[src/rtl/ssd1331_spi_rx_if.sv]
// SPI pins and decoded outputs of the SSD1331 receiver.
// master: SPI host / observer side; slave: receiver side.
interface ssd1331_spi_rx_if;
  logic        oled_csn;
  logic        oled_clk;
  logic        oled_mosi;
  logic        oled_dc;
  logic        cmd_strobe;
  logic [7:0]  cmd_code;
  logic        pixel_we;
  logic [12:0] pixel_addr;
  logic [15:0] pixel_data;
  logic        display_on;

  modport master (
    output oled_csn, oled_clk, oled_mosi, oled_dc,
    input  cmd_strobe, cmd_code, pixel_we, pixel_addr, pixel_data, display_on
  );

  modport slave (
    input  oled_csn, oled_clk, oled_mosi, oled_dc,
    output cmd_strobe, cmd_code, pixel_we, pixel_addr, pixel_data, display_on
  );
endinterface

[src/rtl/ssd1331_spi_rx.sv]
// SSD1331 SPI slave: decodes command opcodes and RGB565 pixel writes into a 96x64 frame.
// Define SSD1331_RX_WINDOW_EN to let 0x15/0x75 arguments set the column/row window.
module ssd1331_spi_rx (
  input  logic              clk,
  input  logic              reset,
  ssd1331_spi_rx_if.slave   bus
);

  typedef enum logic [0:0] {StIdle, StArgs} state_e;

  // Sync order: {csn, sclk, mosi, dc}
  logic [3:0] sync1_q, sync2_q;
  logic       sclk_prev_q;
  logic       sclk_rise;
  logic [2:0] bit_cnt_q;
  logic [6:0] shift_q;
  logic       byte_done_q, byte_dc_q;
  logic [7:0] byte_q;

  state_e      state_q, state_d;
  logic [1:0]  args_q, args_d;
  logic        phase_q, phase_d;
  logic [7:0]  hi_q, hi_d;
  logic [6:0]  col_q, col_d, row_q, row_d;
  logic [6:0]  col_start_q, col_start_d, col_end_q, col_end_d;
  logic [6:0]  row_start_q, row_start_d, row_end_q, row_end_d;
  logic        cmd_strobe_q, cmd_strobe_d, pixel_we_q, pixel_we_d;
  logic        display_on_q, display_on_d;
  logic [7:0]  cmd_code_q, cmd_code_d;
  logic [12:0] pixel_addr_q, pixel_addr_d;
  logic [15:0] pixel_data_q, pixel_data_d;
`ifdef SSD1331_RX_WINDOW_EN
  logic       win_cmd_q, win_cmd_d, win_row_q, win_row_d;
  logic [7:0] arg0_q, arg0_d;
  logic [7:0] win_limit;
  logic [6:0] win_lo, win_hi;
`endif

  function automatic logic is_one_arg(input logic [7:0] op);
    case (op)
      8'h81, 8'h82, 8'h83, 8'h87, 8'h8A, 8'h8B, 8'h8C, 8'hA0, 8'hA1, 8'hA2,
      8'hA8, 8'hAD, 8'hB0, 8'hB1, 8'hB3, 8'hBB, 8'hBE: return 1'b1;
      default: return 1'b0;
    endcase
  endfunction

  assign sclk_rise = sync2_q[2] & ~sclk_prev_q;

  always_ff @(posedge clk or posedge reset) begin
    if (reset) begin
      sync1_q     <= 4'b1000;
      sync2_q     <= 4'b1000;
      sclk_prev_q <= 1'b0;
      bit_cnt_q   <= 3'd0;
      shift_q     <= 7'd0;
      byte_done_q <= 1'b0;
      byte_dc_q   <= 1'b0;
      byte_q      <= 8'd0;
    end else begin
      sync1_q     <= {bus.oled_csn, bus.oled_clk, bus.oled_mosi, bus.oled_dc};
      sync2_q     <= sync1_q;
      sclk_prev_q <= sync2_q[2];
      byte_done_q <= 1'b0;
      if (sync2_q[3]) begin
        bit_cnt_q <= 3'd0;
      end else if (sclk_rise) begin
        bit_cnt_q <= bit_cnt_q + 3'd1;
        shift_q   <= {shift_q[5:0], sync2_q[1]};
        if (bit_cnt_q == 3'd7) begin
          byte_done_q <= 1'b1;
          byte_q      <= {shift_q, sync2_q[1]};
          byte_dc_q   <= sync2_q[0];
        end
      end
    end
  end

  always_comb begin
    state_d      = state_q;
    args_d       = args_q;
    phase_d      = phase_q;
    hi_d         = hi_q;
    col_d        = col_q;
    row_d        = row_q;
    col_start_d  = col_start_q;
    col_end_d    = col_end_q;
    row_start_d  = row_start_q;
    row_end_d    = row_end_q;
    cmd_strobe_d = 1'b0;
    pixel_we_d   = 1'b0;
    cmd_code_d   = cmd_code_q;
    display_on_d = display_on_q;
    pixel_addr_d = pixel_addr_q;
    pixel_data_d = pixel_data_q;
`ifdef SSD1331_RX_WINDOW_EN
    win_cmd_d = win_cmd_q;
    win_row_d = win_row_q;
    arg0_d    = arg0_q;
    win_limit = win_row_q ? 8'd63 : 8'd95;
    win_lo    = (arg0_q > win_limit) ? win_limit[6:0] : arg0_q[6:0];
    win_hi    = (byte_q > win_limit) ? win_limit[6:0] : byte_q[6:0];
    if (win_hi < win_lo) win_hi = win_lo;
`endif
    if (byte_done_q) begin
      if (!byte_dc_q) begin
        phase_d = 1'b0;
        unique case (state_q)
          StIdle: begin
            cmd_strobe_d = 1'b1;
            cmd_code_d   = byte_q;
            if (byte_q == 8'hAF) display_on_d = 1'b1;
            if (byte_q == 8'hAE) display_on_d = 1'b0;
            if (byte_q == 8'h15 || byte_q == 8'h75) begin
              state_d = StArgs;
              args_d  = 2'd2;
            end else if (is_one_arg(byte_q)) begin
              state_d = StArgs;
              args_d  = 2'd1;
            end
`ifdef SSD1331_RX_WINDOW_EN
            win_cmd_d = (byte_q == 8'h15 || byte_q == 8'h75);
            win_row_d = (byte_q == 8'h75);
`endif
          end
          StArgs: begin
`ifdef SSD1331_RX_WINDOW_EN
            if (win_cmd_q && args_q == 2'd2) begin
              arg0_d = byte_q;
            end else if (win_cmd_q) begin
              if (win_row_q) begin
                row_start_d = win_lo;
                row_end_d   = win_hi;
                row_d       = win_lo;
              end else begin
                col_start_d = win_lo;
                col_end_d   = win_hi;
                col_d       = win_lo;
              end
            end
`endif
            args_d = args_q - 2'd1;
            if (args_q == 2'd1) state_d = StIdle;
          end
          default: state_d = StIdle;
        endcase
      end else begin
        // Pixel data aborts any command still waiting for arguments.
        state_d = StIdle;
        args_d  = 2'd0;
        if (!phase_q) begin
          hi_d    = byte_q;
          phase_d = 1'b1;
        end else begin
          phase_d      = 1'b0;
          pixel_we_d   = 1'b1;
          pixel_data_d = {hi_q, byte_q};
          pixel_addr_d = 13'(row_q) * 13'd96 + 13'(col_q);
          if (col_q == col_end_q) begin
            col_d = col_start_q;
            row_d = (row_q == row_end_q) ? row_start_q : row_q + 7'd1;
          end else begin
            col_d = col_q + 7'd1;
          end
        end
      end
    end
  end

  always_ff @(posedge clk or posedge reset) begin
    if (reset) begin
      state_q      <= StIdle;
      args_q       <= 2'd0;
      phase_q      <= 1'b0;
      hi_q         <= 8'd0;
      col_q        <= 7'd0;
      row_q        <= 7'd0;
      col_start_q  <= 7'd0;
      col_end_q    <= 7'd95;
      row_start_q  <= 7'd0;
      row_end_q    <= 7'd63;
      cmd_strobe_q <= 1'b0;
      pixel_we_q   <= 1'b0;
      cmd_code_q   <= 8'd0;
      display_on_q <= 1'b0;
      pixel_addr_q <= 13'd0;
      pixel_data_q <= 16'd0;
`ifdef SSD1331_RX_WINDOW_EN
      win_cmd_q    <= 1'b0;
      win_row_q    <= 1'b0;
      arg0_q       <= 8'd0;
`endif
    end else begin
      state_q      <= state_d;
      args_q       <= args_d;
      phase_q      <= phase_d;
      hi_q         <= hi_d;
      col_q        <= col_d;
      row_q        <= row_d;
      col_start_q  <= col_start_d;
      col_end_q    <= col_end_d;
      row_start_q  <= row_start_d;
      row_end_q    <= row_end_d;
      cmd_strobe_q <= cmd_strobe_d;
      pixel_we_q   <= pixel_we_d;
      cmd_code_q   <= cmd_code_d;
      display_on_q <= display_on_d;
      pixel_addr_q <= pixel_addr_d;
      pixel_data_q <= pixel_data_d;
`ifdef SSD1331_RX_WINDOW_EN
      win_cmd_q    <= win_cmd_d;
      win_row_q    <= win_row_d;
      arg0_q       <= arg0_d;
`endif
    end
  end

  assign bus.cmd_strobe = cmd_strobe_q;
  assign bus.cmd_code   = cmd_code_q;
  assign bus.pixel_we   = pixel_we_q;
  assign bus.pixel_addr = pixel_addr_q;
  assign bus.pixel_data = pixel_data_q;
  assign bus.display_on = display_on_q;

endmodule

[src/flat_wrapper.sv]
// flat-port wrapper written by rule: the top's interface ports become plain ports
module ssd1331_spi_rx_flat 
  (clk, reset, bus_oled_csn, bus_oled_clk, bus_oled_mosi, bus_oled_dc, bus_cmd_strobe, bus_cmd_code, bus_pixel_we, bus_pixel_addr, bus_pixel_data, bus_display_on);
  ssd1331_spi_rx_if bus_i ();
  input  logic clk;
  input  logic reset;
  input wire logic [$bits(bus_i.oled_csn)-1:0] bus_oled_csn;
  input wire logic [$bits(bus_i.oled_clk)-1:0] bus_oled_clk;
  input wire logic [$bits(bus_i.oled_mosi)-1:0] bus_oled_mosi;
  input wire logic [$bits(bus_i.oled_dc)-1:0] bus_oled_dc;
  output wire logic [$bits(bus_i.cmd_strobe)-1:0] bus_cmd_strobe;
  output wire logic [$bits(bus_i.cmd_code)-1:0] bus_cmd_code;
  output wire logic [$bits(bus_i.pixel_we)-1:0] bus_pixel_we;
  output wire logic [$bits(bus_i.pixel_addr)-1:0] bus_pixel_addr;
  output wire logic [$bits(bus_i.pixel_data)-1:0] bus_pixel_data;
  output wire logic [$bits(bus_i.display_on)-1:0] bus_display_on;
  assign bus_i.oled_csn = bus_oled_csn;
  assign bus_i.oled_clk = bus_oled_clk;
  assign bus_i.oled_mosi = bus_oled_mosi;
  assign bus_i.oled_dc = bus_oled_dc;
  assign bus_cmd_strobe = bus_i.cmd_strobe;
  assign bus_cmd_code = bus_i.cmd_code;
  assign bus_pixel_we = bus_i.pixel_we;
  assign bus_pixel_addr = bus_i.pixel_addr;
  assign bus_pixel_data = bus_i.pixel_data;
  assign bus_display_on = bus_i.display_on;
  ssd1331_spi_rx u_core (.clk(clk), .reset(reset), .bus(bus_i));
endmodule
[config.mk]
export PLATFORM = sky130hd
export DESIGN_NAME = ssd1331_spi_rx_flat
export DESIGN_NICKNAME = d
export VERILOG_FILES = /design/src/rtl/ssd1331_spi_rx_if.sv /design/src/rtl/ssd1331_spi_rx.sv /design/src/flat_wrapper.sv
export SDC_FILE = /design/constraint.sdc
export NUM_CORES = 1
export LEC_CHECK = 0
export BUFFER_PORTS_ARGS = -buffer_cell sky130_fd_sc_hd__clkbuf_2
export CELL_PAD_IN_SITES_DETAIL_PLACEMENT = 1
export CELL_PAD_IN_SITES_GLOBAL_PLACEMENT = 2
export CORE_MARGIN = 3
export CORE_UTILIZATION = 35
export DETAILED_ROUTE_END_ITERATION = 10
export PLACE_DENSITY = 0.8
export SLEW_MARGIN = 15
export SYNTH_ARGS = -nofsm -noshare
export SYNTH_HDL_FRONTEND = slang
export SYNTH_SLANG_ARGS = --single-unit
[constraint.sdc]
create_clock -name clk -period 3.2 [get_ports clk]
set_input_delay 0.64 -clock clk [delete_from_list [all_inputs] [get_ports clk]]
set_output_delay 0.64 -clock clk [all_outputs]
set_load 0.01 [all_outputs]
# After elaboration in Yosys (flattened, before gate mapping)
# Cells that the tools add are included.
[classes]
addsub = 5
multipliers = 1
n_eq_ne = 26
muxes = 31
n_bitwise = 6
n_reduce_logical = 12
[ops]
columns = ["operator", "n"]
rows = [
  ["$eq A8 B8 Y1 const B", 19],
  ["$mux W1", 22],
  ["$reduce_or A17 Y1", 1],
  ["$add A7 B1 Y7 const B", 2],
  ["$mux W7", 2],
  ["$add A13 B7 Y13", 1],
  ["$reduce_and A3 Y1", 4],
  ["$eq A8 B5 Y1 const B", 1],
  ["$eq A8 B7 Y1 const B", 1],
  ["$mul A7 B2 Y8 const B", 1],
  ["$reduce_and A4 Y1", 2],
  ["$eq A7 B6 Y1 const B", 1],
  ["$eq A7 B7 Y1 const B", 1],
  ["$mux W2", 3],
  ["$mux W3", 2],
  ["$not A1 Y1", 5],
  ["$ne A4 B1 Y1 const B", 1],
  ["$pmux W2 S2", 1],
  ["$reduce_and A2 Y1", 2],
  ["$reduce_bool A2 Y1", 2],
  ["$add A3 B1 Y3 const B", 1],
  ["$eq A3 B3 Y1 const B", 1],
  ["$eq A2 B1 Y1 const B", 1],
  ["$pmux W1 S2", 1],
  ["other kinds (3)", 3],
]
[word_totals]
regBits = 95
in_bits = 6
output_inout_bits = 40
wordCells = 101

# Longest topological paths before layout
# Gate-level depths: netlist of run 1.
[depth]
word_depth = 11
ltp_mapped = 9
depth_no_buf = 9

# Worst setup path after synthesis of run 1
# Ideal clock, no wire load.
[synth_timing]
kind = "register -> register"
start = "register u_core.row_q[0]"
end = "register u_core.pixel_addr_q[12], in the netlist u_core.bus.pixel_addr[12]"
arrival_ns = 1.981
slack_ns = 1.088
stages_incl_launch_ff = 9
path_buffers = 0
cell_sequence = "dfrtp_1 -> ha_1 -> inv_1 -> fa_1 -> nor2b_1 -> o221ai_1 -> o311ai_0 -> xor2_1 -> o21ai_1"
[synth_between]
elab_chain_cells = 2
[synth_rtl]
columns = ["item", "line_no", "source"]
rows = [
  ["from (decl)", "ssd1331_spi_rx.sv:24", "logic [6:0] col_q, col_d, row_q, row_d;"],
  ["from (signal assigned)", "ssd1331_spi_rx.sv:198", "row_q <= row_d;"],
  ["$mul A7 B2 Y8", "ssd1331_spi_rx.sv:157", "pixel_addr_d = 13'(row_q) * 13'd96 + 13'(col_q);"],
  ["$add A13 B7 Y13", "ssd1331_spi_rx.sv:157", ""],
  ["to (signal assigned)", "ssd1331_spi_rx.sv:207", "pixel_addr_q <= pixel_addr_d;"],
  ["to (decl)", "ssd1331_spi_rx.sv:30", "logic [12:0] pixel_addr_q, pixel_addr_d;"],
]
# Every way passes these cells.
# A chain may end at the register's enable or synchronous reset.

# Worst setup path after layout of run 1
# Ends and elaborated chain as after synthesis.

==> results by group, run 1 <==
Outcome
  • Status: finished clean

Yosys
  • Flops & latches, synth: 95
  • Sequential cell area fraction in the yosys report: a little under three fifths
  • Syn_nets: 402
  • Synth warn: 0
  • Synthesized area per cell: around 11 um^2
  • Mapped Area: about 0.0042 mm^2
  • Unique masters post-synth: 57
  • Mapped Cells: 382
  • EDFF count, synth: 0
  • Ys async rst share: 100%
  • Primary FF master, synth: dfrtp_1

Floorplanning
  • Cell Rows: 39
  • Die height: 116 um
  • Ports: 46
  • Die area: 0.0135 mm^2
  • Initial Util: a little over a third
  • Core Region: 0.0116 mm^2
  • Die X: around 120 um

Setup path
  • Worst R2R Setup Slack: about 0.86 ns
  • Slowest CP cell: dfrtp_1
  • Worst-path maximum fanout: 6
  • Crit path max-delay family: adder cells
  • Reg2reg path depth: 8
  • Cells along the critical path: ha_1, inv_1, fa_1, nor2b_1, o221ai_1, o311ai_0, xor2_1, o21ai_1
  • Total stage count of the critical path: 8
  • Critical path endpoint: u_core.bus.pixel_addr[12]
  • Setup CP Type: reg2reg
  • Required @ worst endpoint: approximately 3.4 ns
  • CP startpoint kind: flop
  • CP peak stage delay: between 0.4 and 0.5 ns
  • Crit path DAT: roughly 2.6 ns
  • Crit end category: flop
  • Worst setup path startpoint: u_core.row_q[0]
  • RR Endpoint: u_core.bus.pixel_addr[12]
  • Crit path buffers/inverters: 1
  • Launching point of the worst reg2reg path: u_core.row_q[0]

CTS
  • Clock Pin Slew Worst Setup and Hold Paths: ~0.070 ns
  • Post-CTS setup buffers: 0
  • Root Driver: clkbuf_16
  • Cts bufs inserted: 9
  • CTS tree: built
  • Clk sink count: 95
  • Clock latency on the worst-skew pair: ~0.35 ns
  • Hold-fix buffers at CTS: 0
  • Htree depth: 3
  • Max Root-Sink Buffers: 2
  • Post_cts resized: 0

STA
  • Slew margin rel.: 58.8%
  • # setup viols final: 0
  • Final Max Tran Viols: 0
  • Fin. Hold Viols: 0
  • RSZ-0062 raised after global routing: no
  • Actual slew at the worst max-slew pin: 0.618 ns
  • Setup Skew: a little under 0.009 ns
  • Post-layout min period: between 2 and 2.5 ns
  • Crit share post-route: about three quarters
  • Fmax: about 430 MHz
  • Setup TNS: 0 ns

Power
  • Final Power: ~0.0023 W
  • Pleak: between 2 and 2.5 nW
  • Max VDD drop: 237 uV
  • Power Density: ~480 mW/mm^2

Global route
  • Initial antenna violation count: 0
  • First-pass GRT wire length: approximately 15 mm
  • Gr usage total: roughly 14%
  • Largest net degree at the start of global routing: 50
  • Vias in the first global route: approximately 3000
  • Overflow after GRT: 0

Routing
  • Detailed Route Iter0 Violations: roughly 110
  • Routed wire length: ~8.7 mm
  • Pre-antenna DRT Iters: 4
  • Avg Vias per Cell: 5.09
  • Post-route ant nets: 0
  • Via count: 2915
  • Drc violations: 0
  • Wire length per cell: about 15 um

Cells and area
  • Antenna Cells: 0
  • Area grow syn2layout: 14.7%
  • Layout net count: between 400 and 500
  • Final Instance Area: about 0.0049 mm^2
  • Commonest non-fill, non-tap cells in the layout: nand2_1 (93), dfrtp_1 (93), clkbuf_2 (45)
  • Share of cells above drive strength 1: around a quarter
  • Fillers: 1301

Placed design
  • Placed standard-cell area: 0.00461 mm^2
  • Placer congestion estimate: ~0.81
  • Hpwl dp: around 6.1 mm
  • # port buffers: 45

Job
  • Max-cap viol count: 0

Hold path
  • Worst hold path type: reg2reg
-- state kept, by name, summed over array words and instances, names as in the netlist, 7 cells and up --
signal                 count
u_core.bus.pixel_data     16
u_core.bus.pixel_addr     13
u_core.bus.cmd_code        8
u_core.byte_q              8
u_core.hi_q                8
u_core.col_q               7
u_core.row_q               7
u_core.shift_q             7
-- how the worst min path moves through the flow --
stage	from	end	slack (ns)	cells after the start
3_3_place_gp	u_core.sync1_q[2]	u_core.sync2_q[2]	0.33	0
6_report	u_core.sync1_q[2]	u_core.sync2_q[2]	0.35	0
2_1_floorplan	u_core.sync1_q[0]	u_core.sync2_q[0]	0.33	0
3_5_place_dp	u_core.sync1_q[2]	u_core.sync2_q[2]	0.34	0
5_1_grt	u_core.sync1_q[1]	u_core.sync2_q[1]	0.36	0
4_1_cts	u_core.sync1_q[2]	u_core.sync2_q[2]	0.35	0
-- logic make-up (layout without fill, tap and decap cells) --
family	count (synthesis)	after routing	synth area share, %
simple gates	154	154	17.5
flops	95	95	56.1
compound gates	43	43	6.81
mux	34	34	8.99
buf+inv	26	74	2.86
xor+xnor	16	16	3.30
fa+ha+maj	14	14	4.48
-- layer usage --
metal	GRT usage, %	share of wire, %	vias up
met3	2.95	2.8	13
met5	0	0	-
met4	7.66	2.4	0
met2	23.1	48	42
met1	18.6	47	1465
li1	-	-	1395
-- Yosys cell counts (2+ instances only) --
| library cell | n | area share (%) |
|---|---|---|
| buf_6 | 2 | 0.53 |
| fa_1 | 2 | 0.94 |
| nor3_1 | 3 | 0.35 |
| buf_1 | 2 | 0.18 |
| nand4b_1 | 2 | 0.41 |
| mux2_2 | 32 | 8.5 |
| o21ai_0 | 13 | 1.5 |
| buf_2 | 4 | 0.47 |
| nor2b_1 | 4 | 0.59 |
| nand3_1 | 9 | 1.1 |
| nand2_1 | 93 | 8.2 |
| a31oi_1 | 2 | 0.29 |
| dfstp_2 | 2 | 1.2 |
| a21oi_1 | 5 | 0.59 |
| clkbuf_1 | 5 | 0.44 |
| a211oi_1 | 2 | 0.35 |
| xnor2_1 | 7 | 1.4 |
| a21o_1 | 4 | 0.71 |
| nor3_4 | 2 | 0.77 |
| dfrtp_1 | 93 | 55 |
| o21ai_1 | 2 | 0.24 |
| ha_1 | 12 | 3.5 |
| nor3b_1 | 3 | 0.53 |
| nor4b_1 | 2 | 0.41 |
| nand3_2 | 2 | 0.47 |
| nand2b_1 | 3 | 0.44 |
| nor2_1 | 15 | 1.3 |
| o31ai_1 | 2 | 0.35 |
| nand4_1 | 6 | 0.88 |
| o2111ai_1 | 2 | 0.41 |
| xor2_1 | 9 | 1.9 |
| inv_1 | 11 | 0.97 |
-- power by group --
part	internal, W	switching, W	leakage (nW)
registers	0.00124	0.0000282	1.29
clock network	0.000521	0.000464	0.128
logic	0.0000356	0.0000357	1.03
-- per-stage QoR --
step	std cells	worst slack [ns]	utilization (%)	hold slack, ns
after floorplan	382	0.0863	-	0.331
after global placement	559	0.915	39.7	0.333
after detailed placement	559	0.874	39.7	0.337
after CTS	573	0.857	41.9	0.351
after global routing	573	0.652	41.9	0.355
final	573	0.860	41.9	0.348
-- cell type report --
cell class | instances | area, um^2 | area share (%)
Sequential cell | 95 | 2380 | 48.9
Multi-Input combinational cell | 261 | 1740 | 35.8
Timing Repair Buffer | 48 | 260 | 5.34
Clock buffer | 9 | 225 | 4.62
Tap cell | 143 | 179 | 3.67
Inverter | 12 | 47.5 | 0.976
Clock inverter | 5 | 35.0 | 0.719
Note: power is estimated with default switching activity, not from simulation.
==> inputs of run 2 (changes only) <==
ABC_AREA = 1   (was not set)
CORE_UTILIZATION = 36   (was 35)
PLACE_DENSITY = 0.83   (was 0.8)
clock period = 2.2 ns   (was 3.2 ns; I/O delays follow)
==> results by group, run 2 <==
Yosys
  • Top-count cell post-synth: nand2_1
  • Commonest cells post-synth: nand2_1 (151), dfrtp_1 (93), inv_1 (54)
  • Synthesized area per cell: 8.77 um^2 (-21%)
  • Mapped Area: 0.00428 mm^2 (+0.85%)
  • Flops & latches, synth: 95 (unchanged)
  • EDFF count, synth: 0 (unchanged)
  • Ys async rst share: 100% (unchanged)
  • Syn_nets: 508 (+26%)
  • Yosys top cell area share: 54.4% (-0.46 points)
  • Unique masters post-synth: 35 (-39%)
  • Cell taking the most area after synthesis: dfrtp_1
  • Sequential cell area fraction in the yosys report: 55.6% (-0.48 points)
  • Primary FF master, synth: dfrtp_1
  • Mapped Cells: 488 (+28%)
  • Synth warn: 0 (unchanged)
  • Top post-synthesis cells by area: dfrtp_1 (54%), nand2_1 (13%), o21ai_0 (6.0%)

Cells and area
  • Max reg flops: 16 (unchanged)
  • Commonest non-fill, non-tap cells in the layout: nand2_1 (151), dfrtp_1 (93), inv_1 (53)
  • Most common cell after layout, fill and taps aside: nand2_1
  • Area grow syn2layout: 16.8%
  • Share of cells above drive strength 1: 16.4% (-8.1 points)
  • Antenna Cells: 0 (unchanged)
  • Layout net count: 560 (+25%)
  • Fillers: 1374 (+5.6%)

Routing
  • Detailed Route Iter0 Violations: 132 (+17%)
  • Wire length per cell: 14.4 um (-4.7%)
  • Pre-antenna DRT Iters: 4 (unchanged)
  • Drc violations: 0 (unchanged)
  • Routed wire length: 9.92 mm (+14%)
  • Post-route ant nets: 0 (unchanged)
  • Avg Vias per Cell: 4.86 (-4.5%)
  • Via count: 3336 (+14%)

CTS
  • Htree depth: 3 (unchanged)
  • Post-CTS setup buffers: 0 (unchanged)
  • Clk sink count: 95 (unchanged)
  • Clock latency on the worst-skew pair: 0.35 ns (about the same)
  • Hold-fix buffers at CTS: 0 (unchanged)
  • Max Root-Sink Buffers: 2 (unchanged)
  • Cts bufs inserted: 9 (unchanged)
  • CTS tree: built
  • Root Driver: clkbuf_16
  • Clock Pin Slew Worst Setup and Hold Paths: 0.06 ns (about the same)

Floorplanning
  • Die area: 0.0132 mm^2 (-1.8%)
  • Initial Util: 37.2% (+0.62 points)
  • Die height: 115 um (-0.93%)
  • Ports: 46 (unchanged)
  • Die X: 115 um (-0.93%)
  • Cell Rows: 39 (unchanged)
  • Core Region: 0.0115 mm^2 (-0.84%)

Setup path
  • Cells along the critical path: ha_2, inv_1, fa_1, inv_1, nand2_1, nand2_1, nor2_2, nand3_1, nor2_1, or2_1, nand3_1, nand2_1
  • Worst R2R Setup Slack: 0.21 ns (-0.65 ns)
  • CP peak stage delay: 0.39 ns (-0.05 ns)
  • Required @ worst endpoint: 2.44 ns (-0.99 ns)
  • Crit end category: flop
  • Worst path most repeated cell: nand2_1
  • CP startpoint kind: flop
  • Crit path max-delay family: simple AND/OR/NAND/NOR gates
  • Crit path buffers/inverters: 2 (+1)
  • Setup CP Type: reg2reg
  • Crit path DAT: 2.23 ns (-0.34 ns)
  • Slowest CP cell: fa_1
  • Worst-path maximum fanout: 4 (-2)

Power
  • Final Power: 0.00344 W (+48%)
  • Pleak: 2.63 nW (+7.0%)
  • Max VDD drop: 310 uV (+31%)
  • Power Density: 688 mW/mm^2 (+44%)

STA
  • Setup TNS: 0 ns (unchanged)
  • Setup Skew: 0.00712 ns (-0.00166 ns)
  • Crit share post-route: 90.5% (+17 points)
  • RSZ-0062 raised after global routing: no
  • Post-layout min period: 1.99 ns (-0.348 ns)
  • Fmax: 502 MHz (+17%)
  • Actual slew at the worst max-slew pin: 0.496 ns (-0.122 ns)
  • # setup viols final: 0 (unchanged)
  • Slew margin rel.: 66.9% (+8.0 points)
  • Fin. Hold Viols: 0 (unchanged)
  • Final Max Tran Viols: 0 (unchanged)

Placed design
  • # port buffers: 45 (unchanged)
  • Placer congestion estimate: 0.826 (+1.9%)
  • Hpwl dp: 7.15 mm (+17%)

Global route
  • Overflow after GRT: 0 (unchanged)
  • Gr usage total: 16.8% (+2.4 points)
  • Initial antenna violation count: 0 (unchanged)
  • First-pass GRT wire length: 17.6 mm (+17%)
  • Largest net degree at the start of global routing: 81 (+62%)
  • Vias in the first global route: 3687 (+21%)

Job
  • Max-cap viol count: 0 (unchanged)

Hold path
  • Worst hold path type: in2async

Outcome
  • Status: finished clean
## run 2: cell count changes after synthesis, sizes merged, moves of 4 or more
cell   before  now
xnor2       7    2
nor2       15   37
a21o        4    0
mux2       33    0
inv        12   58
nand2      93  154
xor2        9    3
buf         9    2
nand3      11   31
o21ai      15   56
nor2b       4    0
## run 2: final cells by class
| type | count | area (um^2) | area share (%) |
|---|---|---|---|
| Inverter | 60 | 230 | 4.60 |
| Clock inverter | 5 | 60.1 | 1.20 |
| Sequential cell | 95 | 2380 | 47.6 |
| Timing Repair Buffer | 51 | 283 | 5.66 |
| Clock buffer | 10 | 229 | 4.58 |
| Tap cell | 143 | 179 | 3.58 |
| Multi-Input combinational cell | 323 | 1640 | 32.8 |
## run 2: worst paths after layout
check                                        from                   endpoint  cells past startpoint
worst min register to register  u_core.sync1_q[0]          u_core.sync2_q[0]                      0
worst max-delay path              u_core.row_q[1]  u_core.bus.pixel_addr[11]                     12
min in group clk                     bus_oled_csn          u_core.sync1_q[3]                      1
worst max register to register    u_core.row_q[1]  u_core.bus.pixel_addr[11]                     12
worst min-delay path                        reset   u_core.bus.pixel_addr[4]                      2
max in group asynchronous                   reset             u_core.phase_q                      3
## run 2: metrics by stage
stage / utilization (%) / area [um^2] / std cells / hold WS [ns] / worst slack, ns
after floorplan: - / 4280 / 488 / 0.331 / 0.234
after global placement: 40.8 / 4700 / 672 / 0.335 / 0.178
after detailed placement: 40.8 / 4700 / 672 / 0.338 / 0.132
after CTS: 43.3 / 4990 / 687 / 0.0664 / 0.114
after global routing: 43.4 / 5000 / 687 / 0.0918 / 0.00841
final: 43.4 / 5000 / 687 / 0.0703 / 0.208
## run 2: report_power, final
part,switching [W],total (W),internal (W),leakage [nW]
sequential,0.0000190,0.00180,0.00179,1.30
clock,0.000671,0.00155,0.000877,0.139
combinational,0.0000635,0.0000857,0.0000222,1.19
total,0.000753,0.00344,0.00269,2.63
## run 2: worst register-to-register path, stage by stage, from the launching register on
cell,delay [ns]
dfrtp_1,0.38
ha_2,0.23
inv_1,0.07
fa_1,0.39
inv_1,0.11
nand2_1,0.05
nand2_1,0.12
nor2_2,0.06
nand3_1,0.09
nor2_1,0.05
or2_1,0.21
nand3_1,0.07
nand2_1,0.05
## run 2: kinds of logic after synthesis
group | Yosys count | synth area share [%]
flops | 95 | 55.6
fa+ha+maj | 14 | 4.44
simple gates | 236 | 24.3
buf+inv | 70 | 6.34
compound gates | 68 | 8.33
xor+xnor | 5 | 1.02
## run 2: routing by layer
metal,vias to the layer above,track usage [%],share of wire [%]
met5,-,0,0
met4,0,8.45,2.7
met3,16,3.16,2.4
met2,43,27.1,47
met1,1621,21.8,47
li1,1656,-,-
## run 2: timing repair
action,4_1_cts,5_1_grt
endpoints found under the hold margin,0,0
endpoints found under the setup margin,0,3
gates resized for setup,0,4
